===== config.mk =====
export PLATFORM = sky130hd
export DESIGN_NAME = lsu_dmem_ctrl
export DESIGN_NICKNAME = d
export VERILOG_FILES = /design/src/rtl/lsu_dmem_ctrl.sv
export SDC_FILE = /design/constraint.sdc
export NUM_CORES = 1
export LEC_CHECK = 0
export ABC_AREA = 1
export BUFFER_PORTS_ARGS = -buffer_cell sky130_fd_sc_hd__buf_2
export CAP_MARGIN = 20
export CORE_MARGIN = 2
export CORE_UTILIZATION = 35
export CTS_CLUSTER_SIZE = 28
export DETAILED_ROUTE_END_ITERATION = 8
export PLACE_DENSITY = 0.61
export SLEW_MARGIN = 20
export SYNTH_ARGS = -nofsm -noshare
export SYNTH_HDL_FRONTEND = slang
export SYNTH_SLANG_ARGS = --single-unit

===== constraint.sdc =====
create_clock -name clk -period 1.3 [get_ports clk]
set_input_delay 0.065 -clock clk [delete_from_list [all_inputs] [get_ports clk]]
set_output_delay 0.065 -clock clk [all_outputs]
set_load 0.05 [all_outputs]

===== src/rtl/lsu_dmem_ctrl.sv =====
// lsu_dmem_ctrl: RISC-V byte-addressed load/store unit in front of a word-addressed dmem
// Ports: clk, rst_n (async, active low);
//   req_valid/req_ready/req_we/req_funct3/req_addr/req_wdata : execute-side request
//   resp_valid/resp_err/resp_rdata : one-cycle response pulse, error flag, extended load data
//   wmem/rmem/mem_addr/store_data/load_data : dmem port (whole-word writes, 1-cycle read latency)
module lsu_dmem_ctrl #(
   parameter int ADDR_WIDTH = 15
) (
   input  logic        clk,
   input  logic        rst_n,
   input  logic        req_valid,
   output logic        req_ready,
   input  logic        req_we,
   input  logic [2:0]  req_funct3,
   input  logic [31:0] req_addr,
   input  logic [31:0] req_wdata,
   output logic        resp_valid,
   output logic        resp_err,
   output logic [31:0] resp_rdata,
   output logic [3:0]  wmem,
   output logic [4:0]  rmem,
   output logic [31:0] mem_addr,
   output logic [31:0] store_data,
   input  logic [31:0] load_data
);
   typedef enum logic [3:0] {IDLE, ERR, LD_ISSUE, LD_WAIT, ST_ISSUE, RMW_RD, RMW_WAIT, RMW_WR, RESP} state_t;
   state_t                state;
   logic [2:0]            f3_q;
   logic [ADDR_WIDTH+1:0] addr_q;
   logic [15:0]           wdata_q;
   logic                  bad;
   logic [4:0]            rmem_req;
   logic [3:0]            lane_mask;
   logic [7:0]            ld_b;
   logic [15:0]           ld_h;
   logic [31:0]           widx_req, widx_q, ld_ext, wd_rep, merged;

   // illegal funct3, misaligned, or beyond the implemented word range
   assign bad = (req_funct3[2] ? (req_we || req_funct3[1]) : req_funct3[1:0] == 2'b11)
             || (req_funct3[1:0] == 2'b01 && req_addr[0])
             || (req_funct3[1:0] == 2'b10 && req_addr[1:0] != 2'b00)
             || (|req_addr[31:ADDR_WIDTH+2]);
   assign widx_req = {{(30-ADDR_WIDTH){1'b0}}, req_addr[ADDR_WIDTH+1:2]};
   assign widx_q   = {{(30-ADDR_WIDTH){1'b0}}, addr_q[ADDR_WIDTH+1:2]};
   // one-hot {LHU,LBU,LW,LH,LB}
   assign rmem_req = req_funct3[2] ? {req_funct3[0], ~req_funct3[0], 3'b000} : 5'b00001 << req_funct3[1:0];
   assign ld_b = load_data[{addr_q[1:0], 3'b000} +: 8];
   assign ld_h = addr_q[1] ? load_data[31:16] : load_data[15:0];
   assign ld_ext = f3_q == 3'b000 ? {{24{ld_b[7]}}, ld_b}
                 : f3_q == 3'b001 ? {{16{ld_h[15]}}, ld_h}
                 : f3_q == 3'b100 ? {24'b0, ld_b}
                 : f3_q == 3'b101 ? {16'b0, ld_h}
                 : load_data;
   // sub-word stores: replicate the data across lanes and splice only the masked lanes
   assign lane_mask = f3_q[0] ? (addr_q[1] ? 4'b1100 : 4'b0011) : 4'b0001 << addr_q[1:0];
   assign wd_rep = f3_q[0] ? {2{wdata_q}} : {4{wdata_q[7:0]}};
   for (genvar k = 0; k < 4; k++) begin : g_lane
      assign merged[8*k +: 8] = lane_mask[k] ? wd_rep[8*k +: 8] : load_data[8*k +: 8];
   end

   always_ff @(posedge clk or negedge rst_n)
      if (!rst_n) begin
         state      <= IDLE;
         f3_q       <= '0;
         addr_q     <= '0;
         wdata_q    <= '0;
         req_ready  <= 1'b1;
         resp_valid <= 1'b0;
         resp_err   <= 1'b0;
         resp_rdata <= '0;
         wmem       <= '0;
         rmem       <= '0;
         mem_addr   <= '0;
         store_data <= '0;
      end else begin
         resp_valid <= 1'b0;
         resp_err   <= 1'b0;
         wmem       <= '0;
         rmem       <= '0;
         mem_addr   <= '0;
         store_data <= '0;
         case (state)
            IDLE: if (req_valid) begin
               f3_q      <= req_funct3;
               addr_q    <= req_addr[ADDR_WIDTH+1:0];
               wdata_q   <= req_wdata[15:0];
               req_ready <= 1'b0;
               if (bad) begin
                  state      <= ERR;
                  resp_valid <= 1'b1;
                  resp_err   <= 1'b1;
                  resp_rdata <= '0;
               end else if (!req_we) begin
                  state    <= LD_ISSUE;
                  rmem     <= rmem_req;
                  mem_addr <= widx_req;
               end else if (req_funct3 == 3'b010) begin
                  state      <= ST_ISSUE;
                  wmem       <= 4'b1111;
                  mem_addr   <= widx_req;
                  store_data <= req_wdata;
               end else begin
                  state    <= RMW_RD;
                  rmem     <= 5'b00100;
                  mem_addr <= widx_req;
               end
            end
            LD_ISSUE: state <= LD_WAIT;
            LD_WAIT: begin
               state      <= RESP;
               resp_valid <= 1'b1;
               resp_rdata <= ld_ext;
            end
            ST_ISSUE, RMW_WR: begin
               state      <= RESP;
               resp_valid <= 1'b1;
               resp_rdata <= '0;
            end
            RMW_RD: state <= RMW_WAIT;
            RMW_WAIT: begin
               state      <= RMW_WR;
               wmem       <= lane_mask;
               mem_addr   <= widx_q;
               store_data <= merged;
            end
            default: begin
               state     <= IDLE;
               req_ready <= 1'b1;
            end
         endcase
      end
endmodule

==> flow_metrics.py <==
metrics = {
    "status": {
        "status": "finished with violations",
        "failing_checks": "setup timing",
    },
    "route": {
        "drt_iter0_markers": 634,
        "wire_per_inst_um": 16.9,
        "total_number_of_vias": 6814,
        "wl_mm": 23.1,
        "dr.pass1.iters": 7,
        "drt-vias-per-instance": 4.98,
        "antenna_violating_nets_post_route": 0,
        "drcViolationCount": 0,
    },
    "synth": {
        "largest_family_of_logic_cells_by_synthesized_area": "simple AND/OR/NAND/NOR gates",
        "xor_and_xnor_area_share_after_synthesis_pct": 0,
        "yosys-mux-area-fraction_pct": 0,
        "ys_async_sr_fraction_pct": 100,
        "fraction_of_the_mapped_netlist_area_in_compound_gates_pct": 16.7,
        "register_area_share_after_synthesis_pct": 51.1,
        "synth_edf_count": 0,
        "post_synth_adder_cell_area_pct": 0.390,
        "postSynthCellCount": 791,
        "post_synth_instance_area_sq_um": 6420,
        "synthFlopType": "sky130_fd_sc_hd__dfrtp_1",
        "synthesis.area_per_instance_sq_um": 8.11,
        "post_synth_num_cell_types": 32,
        "yosys_warnings": 0,
        "synth_simple_gate_area_share_pct": 22.4,
        "postSynthRegisterBits": 131,
    },
    "setup_path": {
        "timing.critical_path.to_type": "register",
        "timing.critical_path.slowest_cell_delay_ns": 0.40,
        "timing.reg2reg.setup_slack_ns": -0.17,
        "required_ns": 1.64,
        "crit_slowest_cell": "sky130_fd_sc_hd__dfrtp_1",
        "r2r-start": "state[1]",
        "worst-endpoint-arrival_ns": 1.81,
        "critical_path.cell_chain": "nor2_2 -> nand2_2 -> nor2_8 -> inv_4 -> nor2_4 -> nand2_1 -> o22ai_2",
        "timing.rr.end": "store_data[26]",
        "cp_num_buf_inv": 1,
        "worst-setup-path-type": "reg -> reg",
        "critical_path.max_fanout": 8,
        "cpLargestDelayFamily": "simple AND/OR/NAND/NOR gates",
        "rr_worst_depth": 7,
        "critical_path_cell_count": 7,
        "crit_path_start_kind": "register",
    },
    "floorplan": {
        "die_h_um": 139,
        "fp-row-count": 49,
        "die-width_um": 139,
        "dieArea_sq_um": 19400,
        "start_util_pct": 35.7,
        "core-area_sq_um": 18000,
        "design.portCount": 211,
    },
    "global_routing": {
        "wire_length_of_the_first_global_routing_pass_mm": 35.0,
        "grt_pass1_vias": 6631,
        "grt-ovfl-total": 0,
        "grtUsageTotal_pct": 23.1,
        "antenna_found_initial": 0,
        "grt_start_max_net_pins": 43,
    },
    "final_layout": {
        "area_growth_pct": 57.4,
        "instances_no_fill": 1369,
        "final_nets": 1234,
        "fraction_of_final_layout_cells_with_drive_strength_greater_than_1_pct": 39.6,
        "diodes": 0,
        "layout_common_cells": "sky130_fd_sc_hd__buf_2 (191), sky130_fd_sc_hd__nand2_1 (190), sky130_fd_sc_hd__dfrtp_1 (127)",
        "mostFrequentLayoutCell": "sky130_fd_sc_hd__buf_2",
    },
    "clock_network": {
        "cts.clk_slew.worst_paths_ns": 0.05,
        "insertion_delay_ns": 0.42,
        "cts_tree": "yes",
        "h-tree-depth": 4,
        "cts_buffer_depth": 2,
        "numClockSinks": 131,
        "tritoncts.num_buffers": 17,
        "cts_root_buf": "sky130_fd_sc_hd__clkbuf_16",
    },
    "timing": {
        "layout_setup_ws_ns": -0.168,
        "fmaxAchievable_mhz": 681,
        "final_min_period_over_clock_period_pct": 113,
        "setup_violations": 112,
        "period_minus_slack_ns": 1.47,
        "setup_repair_after_global_routing_missed_its_margin": "yes",
        "clock_skew_ns": 0.00692,
        "report.final.hold_viol_count": 0,
        "timing.final.max_slew_violations": 0,
    },
    "hold_path": {
        "destination_of_the_worst_hold_path": "rmem[4]",
        "worstHoldStart": "req_funct3[0]",
        "hold-path-cell-count": 4,
        "hold_class": "in -> reg",
    },
    "run": {
        "cap_viol_max_count": 0,
    },
    "placement": {
        "globalplace.congestion": 0.916,
        "dpl.cell_count": 1260,
        "detailedPlacementHpwl_mm": 16.0,
        "placement.io_buffers": 193,
        "dp_worst_setup_slack_ns": -0.195,
    },
    "pwr": {
        "p_leak_nw": 5.30,
        "power.ir.vdd_worst_v": 0.00113,
        "cellPowerDensity_nw_per_um2": 1640,
    },
}
[synthesized netlist by cell type (2+ instances only)]
| cell | n | area share, % |
|---|---|---|
| sky130_fd_sc_hd__o21ai_0 | 104 | 8.1 |
| sky130_fd_sc_hd__o211ai_1 | 6 | 0.70 |
| sky130_fd_sc_hd__dfrtp_1 | 130 | 51 |
| sky130_fd_sc_hd__a22oi_1 | 5 | 0.58 |
| sky130_fd_sc_hd__clkbuf_1 | 15 | 0.88 |
| sky130_fd_sc_hd__a21oi_2 | 2 | 0.27 |
| sky130_fd_sc_hd__nor2_8 | 2 | 0.62 |
| sky130_fd_sc_hd__o21ai_1 | 11 | 0.86 |
| sky130_fd_sc_hd__buf_4 | 18 | 2.1 |
| sky130_fd_sc_hd__o22ai_1 | 36 | 3.5 |
| sky130_fd_sc_hd__nand2_2 | 8 | 0.78 |
| sky130_fd_sc_hd__inv_1 | 59 | 3.5 |
| sky130_fd_sc_hd__a21oi_4 | 2 | 0.51 |
| sky130_fd_sc_hd__nand2_1 | 217 | 13 |
| sky130_fd_sc_hd__nor2_4 | 4 | 0.70 |
| sky130_fd_sc_hd__inv_2 | 9 | 0.53 |
| sky130_fd_sc_hd__buf_6 | 3 | 0.53 |
| sky130_fd_sc_hd__o31ai_1 | 2 | 0.23 |
| sky130_fd_sc_hd__nand3_1 | 56 | 4.4 |
| sky130_fd_sc_hd__a21oi_1 | 22 | 1.7 |
| sky130_fd_sc_hd__ha_1 | 2 | 0.39 |
| sky130_fd_sc_hd__nand4_1 | 3 | 0.29 |
| sky130_fd_sc_hd__nor2_2 | 2 | 0.19 |
| sky130_fd_sc_hd__nor3_1 | 5 | 0.39 |
| sky130_fd_sc_hd__buf_2 | 21 | 1.6 |
| sky130_fd_sc_hd__nor2_1 | 41 | 2.4 |
[through the flow]
step                      total power, mW  util [%]  hold WS [ns]  TNS (ns)  cell area (sq um)
final                                16.5      56.2        0.0112     -9.25              10100
after CTS                            16.0      53.6       0.00306    -13.64               9640
after global routing                 17.5      56.2        0.0135    -20.09              10100
after global placement               11.0      46.4       -0.0209     -9.01               8330
after detailed placement             11.1      46.4       -0.0192    -12.09               8330
after floorplan                      8.52         -        -0.231     -1.91               6570
[layer usage]
layer	routed length, um	vias up	GRT usage, %
li1	-	3264	-
met1	10200	3204	31.2
met2	10600	296	35.7
met3	1660	50	6.06
met4	629	0	8.61
met5	0	-	0
[sequential cells by signal (all words and copies together), names as in the netlist]
| signal | flops |
|---|---|
| resp_err | 1 |
| store_data | 32 |
| rmem | 5 |
| resp_rdata | 32 |
| state | 4 |
| addr_q | 17 |
| req_ready | 1 |
| wdata_q | 16 |
| resp_valid | 1 |
| wmem | 4 |
| f3_q | 3 |
| mem_addr | 15 |
[tightest hold or removal path, stage by stage]
cell and delay [ns]:
sky130_fd_sc_hd__buf_2 0.12, sky130_fd_sc_hd__inv_1 0.06, sky130_fd_sc_hd__buf_4 0.11, sky130_fd_sc_hd__nor3_2 0.03
[cells by family after synthesis]
| family | count (synthesis) |
|---|---|
| flip-flops | 131 |
| buffers and inverters | 128 |
| AO/OA/AOI/OAI | 191 |
| adder cells (fa/ha/maj) | 2 |
| AND/OR/NAND/NOR | 338 |
| other | 1 |
[worst max-delay path by stage]
stage | slack [ns] | end | start
3_5_place_dp | -0.20 | store_data[13] | state[1]
3_3_place_gp | -0.18 | store_data[14] | f3_q[0]
4_1_cts | -0.18 | wdata_q[8] | state[0]
6_report | -0.17 | store_data[26] | state[1]
2_1_floorplan | -0.06 | resp_rdata[10] | state[1]
5_1_grt | -0.25 | resp_rdata[7] | state[1]
[power breakdown]
part	internal, mW	switching (mW)	total, mW
clock network	2.63	1.75	4.38
registers	4.71	0.380	5.09
logic	2.96	4.12	7.08
total	10.3	6.25	16.5
[cell type report]
class | instances | area, sq um
fillers | 1598 | 7860
inverters | 70 | 290
clock buffers | 19 | 443
flip-flops and latches | 131 | 3280
multi-input cells | 549 | 3010
clock inverters | 11 | 90.1
repair buffers | 360 | 2700
well taps | 229 | 287
[what timing repair did]
item                                    4_1_cts  5_1_grt
endpoints found under the setup margin      108      132
gates cloned                                  2        3
hold buffers                                 61        1
resized for setup                            40      106
pin swaps                                    13       19
buffers inserted                              5        9
hold endpoints to repair                    218        2
Note: power is estimated with default switching activity, not from simulation.
